<file path="config.mk">
export PLATFORM = sky130hd
export DESIGN_NAME = ledfader_flat
export DESIGN_NICKNAME = d
export VERILOG_FILES = /design/src/rtl/ledfader_if.sv /design/src/rtl/ledfader.sv /design/src/flat_wrapper.sv
export SDC_FILE = /design/constraint.sdc
export NUM_CORES = 1
export LEC_CHECK = 0
export CELL_PAD_IN_SITES_DETAIL_PLACEMENT = 1
export CELL_PAD_IN_SITES_GLOBAL_PLACEMENT = 1
export CORE_ASPECT_RATIO = 1.4
export CORE_MARGIN = 2
export CORE_UTILIZATION = 40
export DETAILED_ROUTE_END_ITERATION = 12
export PLACE_DENSITY = 0.82
export SYNTH_ARGS = -nofsm -noshare
export SYNTH_HDL_FRONTEND = slang
export SYNTH_SLANG_ARGS = --single-unit
</file>
<file path="constraint.sdc">
create_clock -name i_clk -period 4.35 [get_ports i_clk]
set_input_delay 0.435 -clock i_clk [delete_from_list [all_inputs] [get_ports i_clk]]
set_output_delay 0.435 -clock i_clk [all_outputs]
set_load 0.03 [all_outputs]
</file>
<file path="src/rtl/ledfader_if.sv">
// LED request / PWM drive bundle between the walker side and the fader.
interface ledfader_if #(
  parameter int NLEDS = 8,
  parameter int BW    = 4
);
  logic [NLEDS-1:0]    i_led;
  logic [NLEDS-1:0]    o_led;
  logic [NLEDS*BW-1:0] o_level;

  modport master (output i_led, input o_led, input o_level);
  modport slave  (input i_led, output o_led, output o_level);
endinterface

</file>
<file path="src/rtl/ledfader.sv">
// PWM LED fader: active inputs light at full brightness, then fade linearly to off.
// Optional LEDFADER_INPUT_SYNC_EN adds a two-flop synchronizer on i_led.
module ledfader_lane #(
  parameter int BW = 4
) (
  input  logic          i_clk,
  input  logic          i_reset_n,
  input  logic          req,
  input  logic          decay_stb,
  input  logic [BW-1:0] pcnt,
  output logic [BW-1:0] level,
  output logic          pwm
);
  localparam logic [BW-1:0] MAX = '1;

  // Load beats decay; decay saturates at zero.
  always_ff @(posedge i_clk or negedge i_reset_n) begin
    if (!i_reset_n) begin
      level <= '0;
      pwm   <= 1'b0;
    end else begin
      if (req)
        level <= MAX;
      else if (decay_stb && level != '0)
        level <= level - 1'b1;
      pwm <= (level > pcnt);
    end
  end
endmodule

module ledfader #(
  parameter int NLEDS     = 8,
  parameter int BW        = 4,
  parameter int DECAY_DIV = 500_000
) (
  input logic       i_clk,
  input logic       i_reset_n,
  ledfader_if.slave bus
);
  localparam int            DW    = (DECAY_DIV > 1) ? $clog2(DECAY_DIV) : 1;
  localparam logic [DW-1:0] DLAST = DW'(DECAY_DIV - 1);
  localparam logic [BW-1:0] PLAST = BW'((2 ** BW) - 2);

  logic [DW-1:0]                dcnt;
  logic [BW-1:0]                pcnt;
  logic                         decay_stb;
  logic [NLEDS-1:0]             req;
  logic [NLEDS-1:0][BW-1:0]     level;
  logic [NLEDS-1:0]             pwm;

  assign decay_stb = (dcnt == DLAST);

  // Both counters free-run; input activity never restarts the decay phase.
  always_ff @(posedge i_clk or negedge i_reset_n) begin
    if (!i_reset_n) begin
      dcnt <= '0;
      pcnt <= '0;
    end else begin
      dcnt <= decay_stb ? '0 : dcnt + 1'b1;
      pcnt <= (pcnt == PLAST) ? '0 : pcnt + 1'b1;
    end
  end

`ifdef LEDFADER_INPUT_SYNC_EN
  logic [1:0][NLEDS-1:0] sync_pipe;

  always_ff @(posedge i_clk or negedge i_reset_n) begin
    if (!i_reset_n)
      sync_pipe <= '0;
    else
      sync_pipe <= {sync_pipe[0], bus.i_led};
  end

  assign req = sync_pipe[1];
`else
  assign req = bus.i_led;
`endif

  for (genvar k = 0; k < NLEDS; k++) begin : g_lane
    ledfader_lane #(.BW(BW)) u_lane (
      .i_clk     (i_clk),
      .i_reset_n (i_reset_n),
      .req       (req[k]),
      .decay_stb (decay_stb),
      .pcnt      (pcnt),
      .level     (level[k]),
      .pwm       (pwm[k])
    );
  end

  assign bus.o_led   = pwm;
  assign bus.o_level = level;
endmodule

</file>
<file path="src/flat_wrapper.sv">
// flat-port wrapper written by rule: the top's interface ports become plain ports
module ledfader_flat 
#(
  parameter int NLEDS     = 8,
  parameter int BW        = 4,
  parameter int DECAY_DIV = 500_000
)
  (i_clk, i_reset_n, bus_i_led, bus_o_led, bus_o_level);
  ledfader_if #(.NLEDS(NLEDS), .BW(BW)) bus_i ();
  input logic i_clk;
  input logic i_reset_n;
  input wire logic [$bits(bus_i.i_led)-1:0] bus_i_led;
  output wire logic [$bits(bus_i.o_led)-1:0] bus_o_led;
  output wire logic [$bits(bus_i.o_level)-1:0] bus_o_level;
  assign bus_i.i_led = bus_i_led;
  assign bus_o_led = bus_i.o_led;
  assign bus_o_level = bus_i.o_level;
  ledfader #(.NLEDS(NLEDS), .BW(BW), .DECAY_DIV(DECAY_DIV)) u_core (.i_clk(i_clk), .i_reset_n(i_reset_n), .bus(bus_i));
endmodule
</file>
# Word level (Yosys, flattened, before mapping)
# Index checks and enable logic that the tools add are counted.
# totals
register_bits	63
latchBits	0
ram_bits	0
romBits	0
output_inout_bits	40
wordCells	80
memories	0
# classes
addsub	10
n_mul	0
div_mod_pow	0
order_cmp	8
n_eq_ne	2
shifts	0
n_mux	18
bitwise_logic	0
n_reduce_logical	24
# op_table
cell	n
2-to-1 mux 4 bit	17
greater-than comparator 4 bit	8
nonzero test 4 bit	8
subtractor 4 x 1 -> 4 bit, second input constant	8
adder 19 x 1 -> 19 bit, second input constant	1
equality test 19 bit, second input constant	1
2-to-1 mux 19 bit	1
nonzero test 2 bit	8
logical AND 1 bit	8
adder 4 x 1 -> 4 bit, second input constant	1
equality test 4 bit, second input constant	1

# Longest topological paths before layout
# logic_depth
depth_word	4
mapped_depth	7

# By module
# A second synthesis with hierarchy kept.
# unflattened
cells_unflattened	372
area_unflattened_um2	3734.8
# by_module_without_submodules
module	n_inst	cells_each	area_per_inst_um2	seq_area_each_um2
ledfader_lane (u_core.g_lane[0].u_lane ...)	7	34	334.1	125.1
ledfader	1	100	1058.5	575.6
ledfader_lane (u_core.g_lane[4].u_lane)	1	34	337.8	125.1

# Worst setup path after synthesis
# No wires, ideal clock.
# synth_path
path_type	register to register
from	register u_core.g_lane[6].u_lane.level[0]
to	register u_core.g_lane[6].u_lane.level[0]
setup_ps	131
t_arrival_ps	1771
setup_slack_ps	2448
stages_incl_launch_ff	6
path_buffers	0
synth_period_minus_slack_ps	1902
path_cell_list	dfrtp_1 inv_1 ha_1 or3b_2 and4_1 or3_1
# synth_via
elab_chain_cells	3
# synth_lines
element	line	text
start, declared	ledfader.sv:11	output logic [BW-1:0] level,
start signal, assigned	ledfader.sv:25	level <= level - 1'b1;
subtractor 4 x 1 -> 4 bit or nonzero test 4 bit (tied branches)	ledfader.sv:25, ledfader.sv:24	
2-to-1 mux 4 bit or logical AND 1 bit (tied branches)	ledfader.sv:24	else if (decay_stb && level != '0)
2-to-1 mux 4 bit or nonzero test 2 bit (tied branches)	n/a	
# Several ways; a longest one is shown, not always the timed one. The select of a mux whose other input is x is not followed.
# A chain may end at the register's enable or synchronous reset.

# Worst setup path in the final report
# layout_path
from	register u_core.dcnt[0]
to	register u_core.g_lane[5].u_lane.level[3]
# layout_via
elab_chain_cells	3
# layout_lines
element	line	text
start, declared	ledfader.sv:44	logic [DW-1:0] dcnt;
start signal, assigned	ledfader.sv:59	dcnt <= decay_stb ? '0 : dcnt + 1'b1;
equality test 19 bit	ledfader.sv:51	assign decay_stb = (dcnt == DLAST);
logical AND 1 bit	ledfader.sv:24	
nonzero test 2 bit (no source line)	n/a	
end signal, assigned	ledfader.sv:25	
end, declared	ledfader.sv:11	
# Every way passes these cells.

==> run summary <==
The run finished with clean final reports. Yosys attributes the largest share of cell area to dfrtp_1 (41%), ha_1 (13%), o21a_1 (4.6%). The count of fill cells added during filler insertion came out at 1070. The fmax is 0.422 GHz. The width of the die came out at 87.2 um.

The path depth of the worst reg2reg path came out at 6. Hold repair after CTS inserted 0 buffers. The minimum period implied by the final worst setup slack came out at 2.37 ns. The combinational power share is 2.0%. The largest fanout of any net on the critical path is 26. The endpoint arrival time on the critical path is 2.63 ns. The fraction of layout cells with a size suffix above 1 came out at 7.22%. CTS saw 63 sinks. For this design the total switching power over the nets is 273 uW.

The share of synthesized area in the top cell type comes to 40.7%. TritonCTS built the clock tree. The number of different library cells in the post-synthesis netlist came out at 37. The worst setup path is launched from a flip-flop. The detailed-route wire length is 10.3 mm. The number of detailed-route iterations in the first pass came out at 4. The clock-pin slew reported for the worst setup and hold paths after clock tree synthesis is 0.06 ns. Setup repair after global routing left no endpoint under its margin. The net switching fraction of the power came out at 21.3%. The count of buffers added by post-CTS timing repair for setup came out at 0. In the synthesized netlist, the cells that appear most often are dfrtp_1 (63), ha_1 (41), inv_1 (32). The number of buffers between clock root and the deepest sink is 2. Dividing the detail-routed wire length by the instance count gives 18.6 um. The final setup skew came out at 0.00698 ns. The number of warning messages in the yosys log came out at 0.

The number of antenna diodes is 0. The maximum number of pins on one net before global-route repair is 41. Row generation in the floorplan step produced 42 rows. The normalized max-slew margin is 37.4%.

The net count reported at finish is 489. For this configuration, the core starts out at a cell density of 41.0%. Counting flops and latches in the post-synthesis netlist gives 63.

The type of element capturing the critical path is a flip-flop. The clock network accounts for 52.2% of the total power. In this run the worst setup path begins at u_core.dcnt[0]. The total power density per cell area is 274 nW/um2.

The data required time at the worst endpoint came out at 4.61 ns. The via count came out at 3287. The global placement routability congestion came out at 0.776.

The count of nets left with antenna violations once routing finished came out at 0. The critical path is of the flip-flop to flip-flop type. The final hold violation count was 0. The reg-to-reg startpoint is u_core.dcnt[0].

The half-perimeter wire length after detailed placement came out at 7.11 mm. The number of nets produced by synthesis is 445. In the finished design, the share of the clock period the worst path needs comes to 54.5%. The global-route wire length before repair is 17.5 mm.

The boundary pin count is 50. The average cell area after synthesis is 9.84 um2. The post-route DRC violation count came out at 0. The number of antenna violations at the first check in global routing came out at 0. The residual overflow from global routing came out at 0. The max-slew violation count is 0. In this run, the number of DRC markers left after iteration 0 of detailed routing was 130. The type of the tightest min-delay check is input pin to async pin. Summing all flip-flop and latch instances after layout gives 1580 um2. The TritonCTS buffer count is 9. In this run, post-CTS repair resized a total of 0 instances. The port buffer count is 49. The static leakage came out at 1.98 nW. For this run, the share of the core covered by cells in the final layout is 49.4%. In the post-synthesis netlist, the cell with the most instances is dfrtp_1. The post-synth design cell area is 3880 um2. The share of flip-flops with an asynchronous set or reset after synthesis came out at 100%. The total die area is 10500 um2.

The relative area change from synthesis to final layout is 20.7%. For the pin with the worst max-slew slack, the measured transition is 0.939 ns. For this run, the register share of the synthesized area comes to 40.7%. The cell chosen for the clock root is clkbuf_16. The height of the die came out at 120 um.

The later pin in the worst-skew pair is clocked with a latency of 0.33 ns. The final setup violation count is 0. Counting flops with a built-in enable in the synthesized netlist gives 0. The via count of the first global-routing pass is 3673. The most used flip-flop cell after synthesis is dfrtp_1. Global routing used 21.3% of the available tracks. The H-tree generated during clock tree synthesis spans 3 levels. The combined area of the multi-input logic cells is 2050 um2.

The total internal power is 1.01 mW. The max-capacitance violation count came out at 0. The worst-case IR drop observed on VDD is 0.191 mV.

The core region is 9460 um2. Registers are responsible for 45.8% of the overall power. After detailed routing, the number of vias per cell comes to 5.94. The sum of negative setup slack is 0 ns. Counting every instance in the synthesized netlist gives 394. The biggest area consumer among synthesized cells is dfrtp_1.
-- power by group through the flow --
stage          logic (mW)  registers (mW)  clock network, mW
5_1_grt            0.0284           0.586              0.709
3_3_place_gp       0.0256           0.597                  0
4_1_cts            0.0262           0.586              0.680
2_1_floorplan     0.00205           0.597                  0
3_5_place_dp       0.0258           0.597                  0
6_report           0.0251           0.587              0.668
-- cell type report --
type | instances | share of cell area, %
Multi-Input combinational cell | 279 | 43.8
Sequential cell | 63 | 33.7
Timing Repair Buffer | 53 | 11.0
Clock buffer | 12 | 5.48
Tap cell | 110 | 2.94
Inverter | 32 | 2.57
Clock inverter | 4 | 0.428
-- placed cells by master (no fill, tap or decap), types with 2 or more instances in the layout --
cell / Yosys / final
a21oi_1: 5 / 5
a221o_1: 10 / 10
a311o_1: 2 / 2
a31oi_1: 9 / 9
and2_1: 4 / 4
and3_1: 3 / 3
and4_1: 5 / 5
and4b_1: 7 / 7
buf_4: 10 / 4
clkbuf_16: 0 / 9
clkbuf_8: 0 / 2
clkdlybuf4s50_1: 0 / 48
clkinv_2: 0 / 4
dfrtp_1: 63 / 63
ha_1: 41 / 41
inv_1: 32 / 32
nand2_1: 23 / 23
nand3_1: 22 / 22
nand4_1: 14 / 14
nor2_1: 11 / 11
nor2b_1: 11 / 11
nor3_1: 18 / 18
nor4_1: 2 / 2
o21a_1: 24 / 24
o21ai_0: 23 / 23
o311ai_0: 6 / 6
or2_1: 2 / 2
or3_1: 2 / 2
or3b_2: 8 / 8
or4_1: 7 / 7
xnor2_1: 10 / 10
xor2_1: 4 / 4
-- registers in the layout, indices dropped and copies added, names as in the netlist --
signal,cells
u_core.dcnt,19
u_core.g_lane.u_lane.level,32
u_core.g_lane.u_lane.pwm,8
u_core.pcnt,4
-- path summary, 6_finish.rpt --
check,endpoint,slack [ns]
setup / recovery,u_core.g_lane[5].u_lane.level[3],1.98
hold / removal,u_core.g_lane[2].u_lane.level[1],0.25
setup reg to reg,u_core.g_lane[5].u_lane.level[3],1.98
hold reg to reg,u_core.dcnt[14],0.51
max in group asynchronous,u_core.g_lane[7].u_lane.level[1],3.22
min in group i_clk,u_core.dcnt[14],0.51
-- through the flow --
step / hold slack [ns] / power (mW) / setup slack, ns / std cells / cell area [um2]
after global routing: 0.316 / 1.32 / 1.81 / 553 / 4680
after global placement: 0.466 / 0.622 / 2.17 / 537 / 4400
after floorplan: 0.139 / 0.599 / 2.45 / 394 / 3880
after CTS: 0.283 / 1.29 / 1.99 / 553 / 4680
final: 0.250 / 1.28 / 1.98 / 553 / 4680
after detailed placement: 0.484 / 0.623 / 2.04 / 537 / 4400
-- logic make-up after synthesis --
logic type	count (synthesis)	share of synthesized area (%)
simple gates	142	21.7
xor+xnor	14	3.16
fa+ha+maj	41	13.2
compound gates	81	14.6
mux	1	0.258
buf+inv	52	6.42
flops	63	40.7
-- per-layer routing --
metal	vias to the layer above	track usage, %	wire [um]
met1	1686	23.6	4080
met4	0	8.27	219
met3	18	3.62	178
met2	44	39.4	5800
li1	1539	-	-
met5	-	0	0
-- worst max-delay path, cell delays in order (launching register included) --
cell and delay (ns):
dfrtp_1 0.40, ha_1 0.26, and4_1 0.63, buf_4 0.39, nand2_1 0.11, or4_1 0.41
nand3_1 0.09
Power figures use the tool's default switching activity.
==> edit 1: new RTL, same settings <==
`BW` is set to 4 in 4 places; all go to 3.
--- a/src/rtl/ledfader_if.sv
+++ b/src/rtl/ledfader_if.sv
@@ -3,3 +3,3 @@
   parameter int NLEDS = 8,
-  parameter int BW    = 4
+  parameter int BW    = 3
 );
--- a/src/rtl/ledfader.sv
+++ b/src/rtl/ledfader.sv
@@ -3,3 +3,3 @@
 module ledfader_lane #(
-  parameter int BW = 4
+  parameter int BW = 3
 ) (
@@ -32,3 +32,3 @@
   parameter int NLEDS     = 8,
-  parameter int BW        = 4,
+  parameter int BW        = 3,
   parameter int DECAY_DIV = 500_000
--- a/src/flat_wrapper.sv
+++ b/src/flat_wrapper.sv
@@ -4,3 +4,3 @@
   parameter int NLEDS     = 8,
-  parameter int BW        = 4,
+  parameter int BW        = 3,
   parameter int DECAY_DIV = 500_000
Ports: changed (resized bus_o_level); port bits go from 50 to 42. The function was not compared with the original's and may differ.
==> edit 1 against the unedited design <==
Clock power down 47%. Total power down 31%. Worst setup slack worse by 0.59 ns. Critical path depth down 2. Combinational power down 10%. Critical path type unchanged. Hold slack worse by 0.014 ns. Wire length down 25%. Synthesized area down 18%. Sequential cell count down 9. Critical endpoint is now u_core.g_lane[1].u_lane.level[2]. Final area down 20%.
==> edit 1: results (changes against the unedited design) <==
[run_status]
status = complete, no violations

[detailed_routing]
wl_per_cell_um = 17.3  ; -7.0%
drt_wl_total_um = 7730  ; -25%
met1_length_um = 3240  ; -21%
wl_met2_um = 4140  ; -29%
dr_wl_met3_um = 213  ; +20%
route.vias.total = 2554  ; -22%

[logic_synthesis]
ys_top_cells_by_area = dfrtp_1 (42%), ha_1 (16%), o31ai_1 (5.4%), inv_1 (5.3%), nand3_1 (2.8%)
synthCells = 313  ; -21%
ys_types = 35  ; -5.4%
synth_common_cells = dfrtp_1 (54), inv_1 (45), ha_1 (41), o31ai_1 (23), nand3_1 (18)

[layout]
drive_above_1_share_pct = 3.46  ; -3.8 points
fin_nets = 397  ; -19%
reg_top3 = u_core.g_lane.u_lane.level (24), u_core.dcnt (19), u_core.g_lane.u_lane.pwm (8)

[grt]
grt_pass1_vias = 2774  ; -24%
met3_usage_pct = 2.05  ; -1.6 points
grtUsageMet1_pct = 23.0  ; -0.60 points
grt_start_max_net_pins = 55  ; +34%

[placed_design]
gp_congestion = 0.796  ; +2.6%
post_dp_cell_area_mm2 = 0.00362  ; -18%
place_inst = 439  ; -18%
portBuffers = 41  ; -16%

[pwr]
power.density_mw_per_mm2 = 235  ; -14%
sequentialPowerShare_pct = 57.2  ; +11 points
p_leak_nw = 1.75  ; -11%
power.switching_mw = 0.197  ; -28%

[sta]
clock_skew_ns = 0.00759  ; +0.000614 ns
holdWs_ns = 0.236  ; -0.0140 ns

[critical_path]
cp.arrival_ns = 3.17  ; +0.54 ns
critPathSlowestCell = or4_1
crit_start = u_core.dcnt[7]
path_max_fanout = 36  ; +38%
rrSetupSlack_ns = 1.39  ; -0.59 ns

[cts]
cts_max_level = 2  ; -1
cts-root-buf = clkbuf_8

==> edit 1: final cells by class <==
type	count	area, um2
clock inverters	3	45.0
multi-input cells	198	1570
inverters	45	169
clock buffers	5	68.8
well taps	100	125
repair buffers	42	413
fillers	886	4010
flip-flops and latches	54	1350
==> edit 1: path summary, 6_finish.rpt <==
| path | end | depth (start not counted) |
|---|---|---|
| worst max-delay path | u_core.g_lane[1].u_lane.level[2] | 4 |
| worst min-delay path | u_core.g_lane[7].u_lane.pwm | 2 |
| worst max register to register | u_core.g_lane[1].u_lane.level[2] | 4 |
| worst min register to register | u_core.pcnt[0] | 1 |
| max in group asynchronous | u_core.dcnt[11] | 2 |
| min in group i_clk | u_core.pcnt[0] | 1 |
==> edit 1: cells by family after synthesis <==
logic type	Yosys count	synth area share [%]
and+or+nand+nor	72	12.8
AOI/OAI and AO/OA	68	15.3
buffers and inverters	61	8.69
DFF	54	42.3
adders and majority gates	41	16.1
xor gates and xnor gates	14	3.84
muxes	3	0.940
==> edit 2: new RTL, same settings <==
Made on the original files. Add a define of `LEDFADER_INPUT_SYNC_EN`.
--- a/src/rtl/ledfader.sv
+++ b/src/rtl/ledfader.sv
@@ -2,2 +2,4 @@
 // Optional LEDFADER_INPUT_SYNC_EN adds a two-flop synchronizer on i_led.
+`define LEDFADER_INPUT_SYNC_EN
+
 module ledfader_lane #(
Behaviour: not the same (a bounded check fails within 4 cycles, from zero or initial values and one cycle with i_reset_n low).
==> edit 2 against the unedited design <==
Wire length increased by 1.1%. Synthesized area rose by 11%. Fmax decreased by 8.9%. Total power increased by 23%. Sequential cell count is 16 higher. Worst setup slack got worse by 0.23 ns. Final area grew 11%. Largest power group unchanged.
==> edit 2: results (changes against the unedited design) <==
[cts]
clock_latency_ns = 0.34
cts_buffers = 9  ; unchanged
cts_max_level = 3  ; unchanged
cts_setup_buffers = 0  ; unchanged
clk_pin_slew_ns = 0.06  ; about the same
cts_resized = 0  ; unchanged
cts_buffer_depth = 2  ; unchanged
cts-root-buf = clkbuf_16

[detailed_routing]
route.vias.total = 3284  ; -0.091%
wl_per_cell_um = 17.4  ; -6.6%
drt_pass1_iterations = 4  ; unchanged
first_iter_violations = 116  ; -11%

[logic_synthesis]
postSynth.asyncResetShare_pct = 100  ; unchanged
ys_types = 40  ; +8.1%
ys_top_cells_by_area = dfrtp_1 (46%), ha_1 (12%), o21a_1 (4.2%), nor2_1 (4.1%), mux2i_1 (3.5%)
ys_seq_area_share_pct = 46.1  ; +5.4 points
yosysWarnings = 0  ; unchanged
synth_common_cells = dfrtp_1 (79), nor2_1 (47), ha_1 (41), o21a_1 (24), inv_1 (22)
netlist.area_leader.share_pct = 46.1  ; +5.4 points
syn_nets = 464  ; +4.3%

[placed_design]
dp_hpwl_um = 7150  ; +0.57%
portBuffers = 49  ; unchanged
gp_congestion = 0.788  ; +1.5%

[sta]
finalSetupViolations = 0  ; unchanged
clock_skew_ns = 0.00579  ; -0.00119 ns
max-slew-margin-rel_pct = 10.2  ; -27 points

[layout]
fillCellCount = 1117  ; +4.4%
reg_top3 = u_core.g_lane.u_lane.level (32), u_core.dcnt (19)
drive_above_1_share_pct = 5.64  ; -1.6 points
diodes = 0  ; unchanged
fin_nets = 508  ; +3.9%

[pwr]
peakVddDrop_mv = 0.188  ; -1.9%
p_leak_nw = 2.15  ; +8.7%
intPower_mw = 1.26  ; +26%

[grt]
grt_start_max_net_pins = 80  ; +95%
grt_usage_pct = 19.0  ; -2.2 points
grt_pass1_wl_um = 17500  ; -0.16%
grt_pass1_vias = 3561  ; -3.0%
grtUsageMet1_pct = 21.4  ; -2.2 points
antenna_found_initial = 0  ; unchanged
met3_usage_pct = 4.39  ; +0.78 points
gr-usage-met2_pct = 35.3  ; -4.2 points

[critical_path]
critPathSlowestCell = or3_1
max_stage_delay_ns = 0.78  ; +0.15 ns
path_max_fanout = 25  ; -3.8%
cp.arrival_ns = 2.85  ; +0.22 ns

[min_path]
hp-class = input port to async pin

[run_status]
status = complete, no violations

-- edit 2: cell count changes after synthesis, moves of 7 or more --
cell,before,now
or3b_2,8,0
a211o_1,0,16
inv_1,32,22
o21ai_0,23,4
dfrtp_1,63,79
nor2_1,11,47
a221o_1,10,0
and4b_1,7,0
nor2b_1,11,19
mux2i_1,1,15
-- edit 2: path summary, 6_finish.rpt --
path | start | to | slack [ns] | cells after the start
min reg2reg | u_core.sync_pipe[6] | u_core.req[6] | 0.35 | 0
max reg2reg | u_core.dcnt[0] | u_core.g_lane[6].u_lane.level[0] | 1.75 | 5
min | i_reset_n | u_core.g_lane[1].u_lane.pwm | 0.27 | 1
min in group i_clk | u_core.sync_pipe[6] | u_core.req[6] | 0.35 | 0
max | u_core.dcnt[0] | u_core.g_lane[6].u_lane.level[0] | 1.75 | 5
max in group asynchronous | i_reset_n | u_core.sync_pipe[6] | 3.42 | 1
-- edit 2: power groups by stage --
stage	logic [mW]	registers [mW]	clock network, mW
finish	0.0249	0.751	0.801
global route	0.0288	0.751	0.852
CTS	0.0265	0.750	0.822
detailed placement	0.0264	0.764	0
global placement	0.0254	0.763	0
floorplan	0.00246	0.761	0
-- edit 2: logic make-up after synthesis --
group | after synthesis | share of synthesized area (%)
buffers and inverters | 38 | 4.11
adders and majority gates | 41 | 12.0
DFF | 79 | 46.1
xor gates and xnor gates | 15 | 3.06
and+or+nand+nor | 166 | 20.6
AOI/OAI and AO/OA | 59 | 10.7
muxes | 15 | 3.50
-- edit 2: through the flow --
step	cell area, um2	instances	setup WS, ns
after floorplan	4290	413	2.37
after global placement	4860	584	1.93
after detailed placement	4860	584	1.82
after CTS	5170	599	1.72
after global routing	5170	599	1.57
final	5170	599	1.75
-- edit 2: layer usage --
layer,part of all wire [%],wire [um],vias to the layer above
met2,55,5690,44
met1,41,4270,1676
met4,1.3,133,0
met3,2.9,302,12
li1,-,-,1552
met5,0,0,-
-- edit 2: final cells by class --
class | count | area share, %
multi-input cells | 296 | 41.3
flip-flops and latches | 79 | 38.2
repair buffers | 49 | 9.44
clock buffers | 11 | 4.70
well taps | 138 | 3.34
inverters | 22 | 1.60
clock inverters | 4 | 1.36
-- edit 2: worst max-delay path: cells and delay by family (launching register included) --
family / cells / cell delay (ns)
fa+ha+maj: 1 / 0.24
compound gates: 1 / 0.68
mux: 1 / 0.27
flops: 1 / 0.39
simple gates: 2 / 0.92
